<file path="config.mk">
export PLATFORM = sky130hd
export DESIGN_NAME = instr_fetch_unit
export DESIGN_NICKNAME = d
export VERILOG_FILES = /design/src/rtl/instr_fetch_unit.sv
export SDC_FILE = /design/constraint.sdc
export NUM_CORES = 1
export LEC_CHECK = 0
export ABC_AREA = 1
export CAP_MARGIN = 20
export CORE_AREA = 8 8 120 122
export DETAILED_ROUTE_END_ITERATION = 10
export DIE_AREA = 0 0 128 130
export PLACE_DENSITY = 0.85
export RECOVER_POWER = 25
export SLEW_MARGIN = 15
export SYNTH_ARGS = -nofsm -noshare
export SYNTH_HDL_FRONTEND = slang
export SYNTH_SLANG_ARGS = --single-unit
</file>
<file path="constraint.sdc">
create_clock -name clk -period 5.6 [get_ports clk]
set_clock_uncertainty 0.2 [all_clocks]
set_input_delay 1.12 -clock clk [delete_from_list [all_inputs] [get_ports clk]]
set_output_delay 1.12 -clock clk [all_outputs]
set_load 0.02 [all_outputs]
</file>
<file path="src/rtl/instr_fetch_unit.sv">
// rtl/instr_fetch_unit.sv - multicycle instruction fetch with PC redirect and decoded IR fields
module instr_fetch_unit #(
    parameter int unsigned MEM_LATENCY = 2,
    parameter logic [31:0] RESET_PC    = 32'h0000_0000,
    parameter logic [31:0] EXC_VECTOR  = 32'h0000_00FD
) (
    input  logic        clk,
    input  logic        rst_n,
    output logic [31:0] mem_addr,
    output logic        mem_rd,
    input  logic [31:0] mem_data,
    input  logic        pc_load,
    input  logic [31:0] pc_target,
    input  logic        dec_ready,
    output logic        ir_valid,
    output logic [5:0]  opcode,
    output logic [4:0]  rs,
    output logic [4:0]  rt,
    output logic [4:0]  rd,
    output logic [4:0]  shamt,
    output logic [5:0]  funct,
    output logic [15:0] imm16,
    output logic [25:0] jaddr,
    output logic [31:0] pc,
    output logic [31:0] pc_plus4,
    output logic        exc_misaligned
);

    typedef enum logic [1:0] {BOOT, FETCH, WAIT, HOLD} state_t;

    localparam logic [3:0] CNT_INIT = 4'(MEM_LATENCY - 1);

    state_t      state_q, state_d;
    logic [3:0]  cnt_q, cnt_d;
    logic [31:0] pc_q, pc_d;
    logic [31:0] pc_plus4_q, pc_plus4_d;
    logic [31:0] ir_q, ir_d;
    logic        ir_valid_q, ir_valid_d;
    logic        exc_q, exc_d;
    logic [31:0] pc_inc;

    always_ff @(posedge clk or negedge rst_n) begin
        if (!rst_n) begin
            state_q    <= BOOT;
            cnt_q      <= 4'd0;
            pc_q       <= RESET_PC;
            pc_plus4_q <= 32'd0;
            ir_q       <= 32'd0;
            ir_valid_q <= 1'b0;
            exc_q      <= 1'b0;
        end else begin
            state_q    <= state_d;
            cnt_q      <= cnt_d;
            pc_q       <= pc_d;
            pc_plus4_q <= pc_plus4_d;
            ir_q       <= ir_d;
            ir_valid_q <= ir_valid_d;
            exc_q      <= exc_d;
        end
    end

    always_comb begin
        state_d    = state_q;
        cnt_d      = cnt_q;
        pc_d       = pc_q;
        pc_plus4_d = pc_plus4_q;
        ir_d       = ir_q;
        ir_valid_d = ir_valid_q;
        exc_d      = 1'b0;
        pc_inc     = pc_q + 32'd4;

        case (state_q)
            BOOT:  state_d = FETCH;
            FETCH: begin
                cnt_d   = CNT_INIT;
                state_d = WAIT;
            end
            WAIT: begin
                if (cnt_q == 4'd0) begin
                    ir_d       = mem_data;
                    pc_d       = pc_inc;
                    pc_plus4_d = pc_inc;
                    ir_valid_d = 1'b1;
                    state_d    = HOLD;
                end else begin
                    cnt_d = cnt_q - 4'd1;
                end
            end
            HOLD: begin
                if (ir_valid_q && dec_ready) begin
                    ir_valid_d = 1'b0;
                    state_d    = FETCH;
                end
            end
            default: state_d = BOOT;
        endcase

        // Redirect overrides the above; an in-flight read is simply never captured.
        if (pc_load && (state_q != BOOT)) begin
            if (pc_target[1:0] == 2'b00) begin
                pc_d = pc_target;
            end else begin
                pc_d  = EXC_VECTOR;
                exc_d = 1'b1;
            end
            ir_valid_d = 1'b0;
            state_d    = FETCH;
        end
    end

    assign mem_addr       = pc_q;
    assign mem_rd         = (state_q == FETCH);
    assign pc             = pc_q;
    assign pc_plus4       = pc_plus4_q;
    assign ir_valid       = ir_valid_q;
    assign exc_misaligned = exc_q;

    assign opcode = ir_q[31:26];
    assign rs     = ir_q[25:21];
    assign rt     = ir_q[20:16];
    assign rd     = ir_q[15:11];
    assign shamt  = ir_q[10:6];
    assign funct  = ir_q[5:0];
    assign imm16  = ir_q[15:0];
    assign jaddr  = ir_q[25:0];

endmodule
</file>
### Yosys cells after proc, flatten, opt, wreduce, memory -nomap -nowiden

Index checks and enable logic that the tools add are counted.

* $add $sub $neg: 2
* eq/ne operators: 6
* mux-type cells: 16
* reduce and logical (&&, ||, !) cells: 15

Operators with widths (count)
* $mux W32: 4
* $add A32 B3 Y32 const B: 1
* $pmux W2 S4: 1
* $pmux W4 S2: 1
* $reduce_and A2 Y1: 4
* $reduce_bool A2 Y1: 4
* $mux W2: 3
* $ne A3 B3 Y1 const B: 2
* $mux W1: 5
* $eq A2 B2 Y1 const B: 2
* $logic_not A2 Y1: 2
* $logic_not A4 Y1: 1
* $mux W4: 1
* $sub A4 B1 Y4 const B: 1
* $reduce_and A3 Y1: 1
* $reduce_bool A3 Y1: 1
* $eq A2 B1 Y1 const B: 1
* $logic_and A1 B1 Y1: 2
* $ne A2 B2 Y1 const B: 1
* $pmux W1 S2: 1

* flip-flop bits (word level): 104
* input port bits: 68
* output and inout port bits: 173
* logic and storage cells: 46

### Depth between registers and ports, before layout

* depth after elaboration: 4
* mapped depth: 11
* gate-level depth less buffers: 10

### Worst setup path after synthesis

No wires, ideal clock.

* path type: input port to flip-flop
* start: in pc_load
* end: reg pc_q[27], in the netlist mem_addr[27]
* library setup time: 0.077 ns
* arrival: 1.963 ns
* required time: 5.323 ns
* slack: 3.360 ns
* stages on the path: 10
* path buffers: 2
* cell sequence: inv_1 nor2_4 inv_2 nand2_2 nand2_2 inv_2 buf_6 buf_4 nor2_1 a21oi_1

* word-level cells in the longest chain between the ends: 3
* elaborated cells between the ends (all ways): 5
* those cells by class: mux: 1; reduce/logical: 4

RTL lines
* start, declared: line 12 `input logic pc_load,`
* $logic_and A1 B1 Y1 *: line 99 `if (pc_load && (state_q != BOOT)) begin`
* $reduce_bool A2 Y1 (no line)
* $reduce_and A2 Y1 (no line)
* end signal, assigned: line 54 `pc_q <= pc_d;`
* end, declared: line 35 `logic [31:0] pc_q, pc_d;`

Mark *: on every way between the ends. The rest lies on a longest branch, timed or not.
A chain may end at the register's enable or synchronous reset.

### Worst setup path after layout

* start: in pc_load
* end: reg pc_q[6], in the netlist mem_addr[6]

Same word-level chain as after synthesis.

==> impl_results.md <==
- Result of the run: finished with violations
- Failing checks: max-capacitance violations, max-slew violations
- Sequential Area: around 0.0026 mm2
- Starting utilization of the core area: between 40% and 50%
- # Post-CTS Setup Buffers: 0
- Min-Delay Startpoint: pc_plus4[22]$_DFFE_PN0P_
- Largest cells by area after synthesis: dfrtp_1 (46%), nand2_1 (19%), buf_4 (11%)
- Library cell occupying the most area in the post-synthesis netlist: dfrtp_1
- Post-synth net total: 813
- Synth Warn #: 0
- Power, Total: 5.262 mW
- Cell area power density: 665.5 mW/mm2
- Top Ports: ~240
- Post-Route Utilization: 63.69%
- Hold slack final: around 0.28 ns
- Number of hold violations in the final report: 0
- Number of different library cells in the post-synthesis netlist: 29
- Pin count of the biggest net entering global routing: 71
- Cell count after synthesis: 737
- Cell Rows: 41
- Endpoints failing setup: 0
- Multi-input logic area: 0.002238 mm2
- Critical path's largest stage delay: 0.55 ns
- Clock network latency to the later pin of the worst-skew pair: 0.34 ns
- Worst reg2reg path startpoint: state_q[0]$_DFFE_PN0P_
- Synth top area share: 45.69%
- Total number of vias: 5224
- Antenna Cells: 0
- Nets: between 900 and 1000
- Die H: 130 um
- Peak fanout along the critical path: 32
- Routed wire length per instance: 16.14 um
- Critical path, cell by cell: clkdlybuf4s50_1 -> inv_1 -> nor2_1 -> inv_2 -> nand2_2 -> nand2_2 -> inv_2 -> o221ai_1 -> o21ai_0
- Deepest level of the CTS H-tree: 3
- Number of detailed-routing iterations run before antenna repair: 5
- Root Buffer Master: clkbuf_16
- Critical path class: input port to register
- DP Cell Count: 1051
- Psw: 2.382 mW
- Average cell area after synthesis: 7.728 um2
- Clock tree from TritonCTS: built
- HPWL Detailed: 12.85 mm
- First-pass GRT wire length: 27.17 mm
- Worst-case setup margin in the final layout: 1.765 ns
- Pins Over Slew Limit: 96
- Area inside the core boundary: 0.01241 mm2
- P_int: 2.880 mW
- Post-route antenna net violation count: 0
- Setup repair after global routing missed its margin: false
- Area growth syn-to-layout: 38.82%
- Die extent in x: ~130 um
- Final cell count without fillers: between 1000 and 1500
- Shortest clock period the worst path allows after layout: 3.835 ns
- Max Fclk: 0.2607 GHz
- Post-synthesis instance area: 0.005695 mm2
- Kind of start point of the critical path: input port
- Sequential-to-total area share from yosys stat: 45.69%
- Critical path origin: pc_load
- Worst slack, placed: 1.791 ns
- Fraction of final layout cells with drive strength greater than 1: 3.579%
- Total non-filler cell area in the finished layout: 0.007906 mm2
- Comb pwr share: 59.4%
- Vias/cell: around 4.9
- Quantity of hold-fixing buffers added after cts: 0
- Residual DRC count: 0
- Initial antenna violation count: 0
- Actual transition at the worst max-transition pin: between 1.5 and 2 ns
- Leakage: 3.691 nW
- Last weighted congestion value of the routability-driven placer: 0.8867
- CTS max path bufs: 2
- Post-cts sizing count: 0
- Post-Place Cell Area: 0.007634 mm2
- Clock Sinks: 104
- PortBufs: 240
- Relative slew slack: -27.44%
- Register share of total power: between 20% and 30%
- Cell type of the slowest stage on the worst timing path: inv_2
- Switch share: 45.28%
- Die ar.: 0.01664 mm2
- Number of filler cells placed in the layout: 1054
- Share of the cycle needed by the critical path after routing: 68.49%
- Leftover overflow at the end of global routing: 0
- Worst path required time: 5.65 ns
- Critical Path AT: approximately 3.9 ns
- Worst supply voltage drop on vdd: 0.3813 mV
- Number of maximum-capacitance constraint violations: 2
- Worst Setup End Kind: register
- Detailed-route wire length: between 15 and 20 mm
- Path class of the lowest-slack min-delay path: register to register
- Via count of the first global-routing pass: 5198
- DR iter-0 viols: 439
- Clock transition at the registers of the reported paths: 0.07 ns
- Clock buffer count from CTS: 9
- Clk network pwr share: 11.8%
- Flip-flop and latch count after synthesis: 104
- Setup tns final: 0 ns
- GRT Overall Usage: between 20% and 30%
-- cells in the final DEF (no fill, tap or decap), types with 3 or more instances in the layout --
master / synthesis / routed
ha_1: 8 / 8
nor2_1: 56 / 57
o21ai_0: 17 / 17
clkdlybuf4s50_1: 0 / 239
clkbuf_16: 0 / 9
dfrtp_1: 104 / 104
nand3b_1: 5 / 5
inv_1: 37 / 38
nand2_2: 4 / 4
clkbuf_1: 8 / 3
xor2_1: 9 / 9
xor2_2: 3 / 3
a21oi_1: 51 / 51
nand2_1: 291 / 291
nor2_4: 4 / 3
nor2_2: 5 / 5
o22ai_1: 4 / 4
nand3_1: 23 / 23
-- per-layer routing --
layer | GRT usage (%) | wire (um) | vias up
met3 | 3.876 | 1372 | 15
met4 | 6.573 | 207 | 0
met5 | 0 | 0 | -
met2 | 35.31 | 8391 | 235
met1 | 25.45 | 7238 | 2448
li1 | - | - | 2526
-- registers in the layout, summed over array words and instances (netlist names) --
name and flops:
pc_plus4 32, cnt_q 4, state_q 2, ir_q 32, exc_misaligned 1, mem_addr 32
ir_valid 1
-- final timing paths --
kind / end / slack, ns / cells past startpoint
worst max-delay path: mem_addr[6]$_DFFE_PN0P_ / 1.76 / 9
worst min-delay path: pc_plus4[22]$_DFFE_PN0P_ / 0.28 / 2
worst max register to register: mem_addr[6]$_DFFE_PN0P_ / 2.34 / 9
worst min register to register: pc_plus4[22]$_DFFE_PN0P_ / 0.28 / 2
max in group asynchronous: ir_q[8]$_DFFE_PN0P_ / 2.24 / 2
min in group asynchronous: cnt_q[3]$_DFFE_PN0P_ / 0.70 / 1
-- cell usage after synthesis, drive strengths merged --
cell type and instances:
a21oi 51, a22oi 2, a31oi 1, and2 2
buf 92, clkbuf 8, dfrtp 104, ha 8
inv 40, nand2 295, nand3 23, nand3b 5
nor2 65, nor3 1, o211ai 1, o21ai 17
o21bai 1, o221ai 2, o22ai 4, o31ai 1
xnor2 2, xor2 12
-- kinds of logic (layout without fill, tap and decap cells) --
kind of cell             Yosys count  in the layout  synth area share [%]
XOR/XNOR                          14             14                 2.549
flip-flops                       104            104                 45.69
AO/OA/AOI/OAI                     80             80                 7.491
AND/OR/NAND/NOR                  391            391                 27.64
buffers and inverters            140            297                 14.87
adder cells (fa/ha/maj)            8              8                 1.758
-- power groups by stage --
stage               combinational [mW]  clock (mW)  sequential [mW]
floorplan                         1.57           0             1.86
global placement                  3.10           0             1.51
CTS                               3.16       0.634             1.51
detailed placement                3.14           0             1.52
global route                      3.36       0.665             1.58
finish                            3.12       0.621             1.52
-- worst max-delay path, delay by kind of cell --
| family | cells | cell delay [ns] |
|---|---|---|
| buffers and inverters | 4 | 1.49 |
| and+or+nand+nor | 3 | 0.94 |
| AOI/OAI and AO/OA | 2 | 0.32 |
-- area by class of cell --
| type | instances | area share [%] |
|---|---|---|
| Sequential cell | 104 | 32.92 |
| Clock inverter | 3 | 0.5381 |
| Timing Repair Buffer | 242 | 30.50 |
| Tap cell | 172 | 2.722 |
| Multi-Input combinational cell | 493 | 28.31 |
| Clock buffer | 12 | 3.118 |
| Inverter | 40 | 1.899 |
No activity file was read; power rests on OpenSTA's default activity.
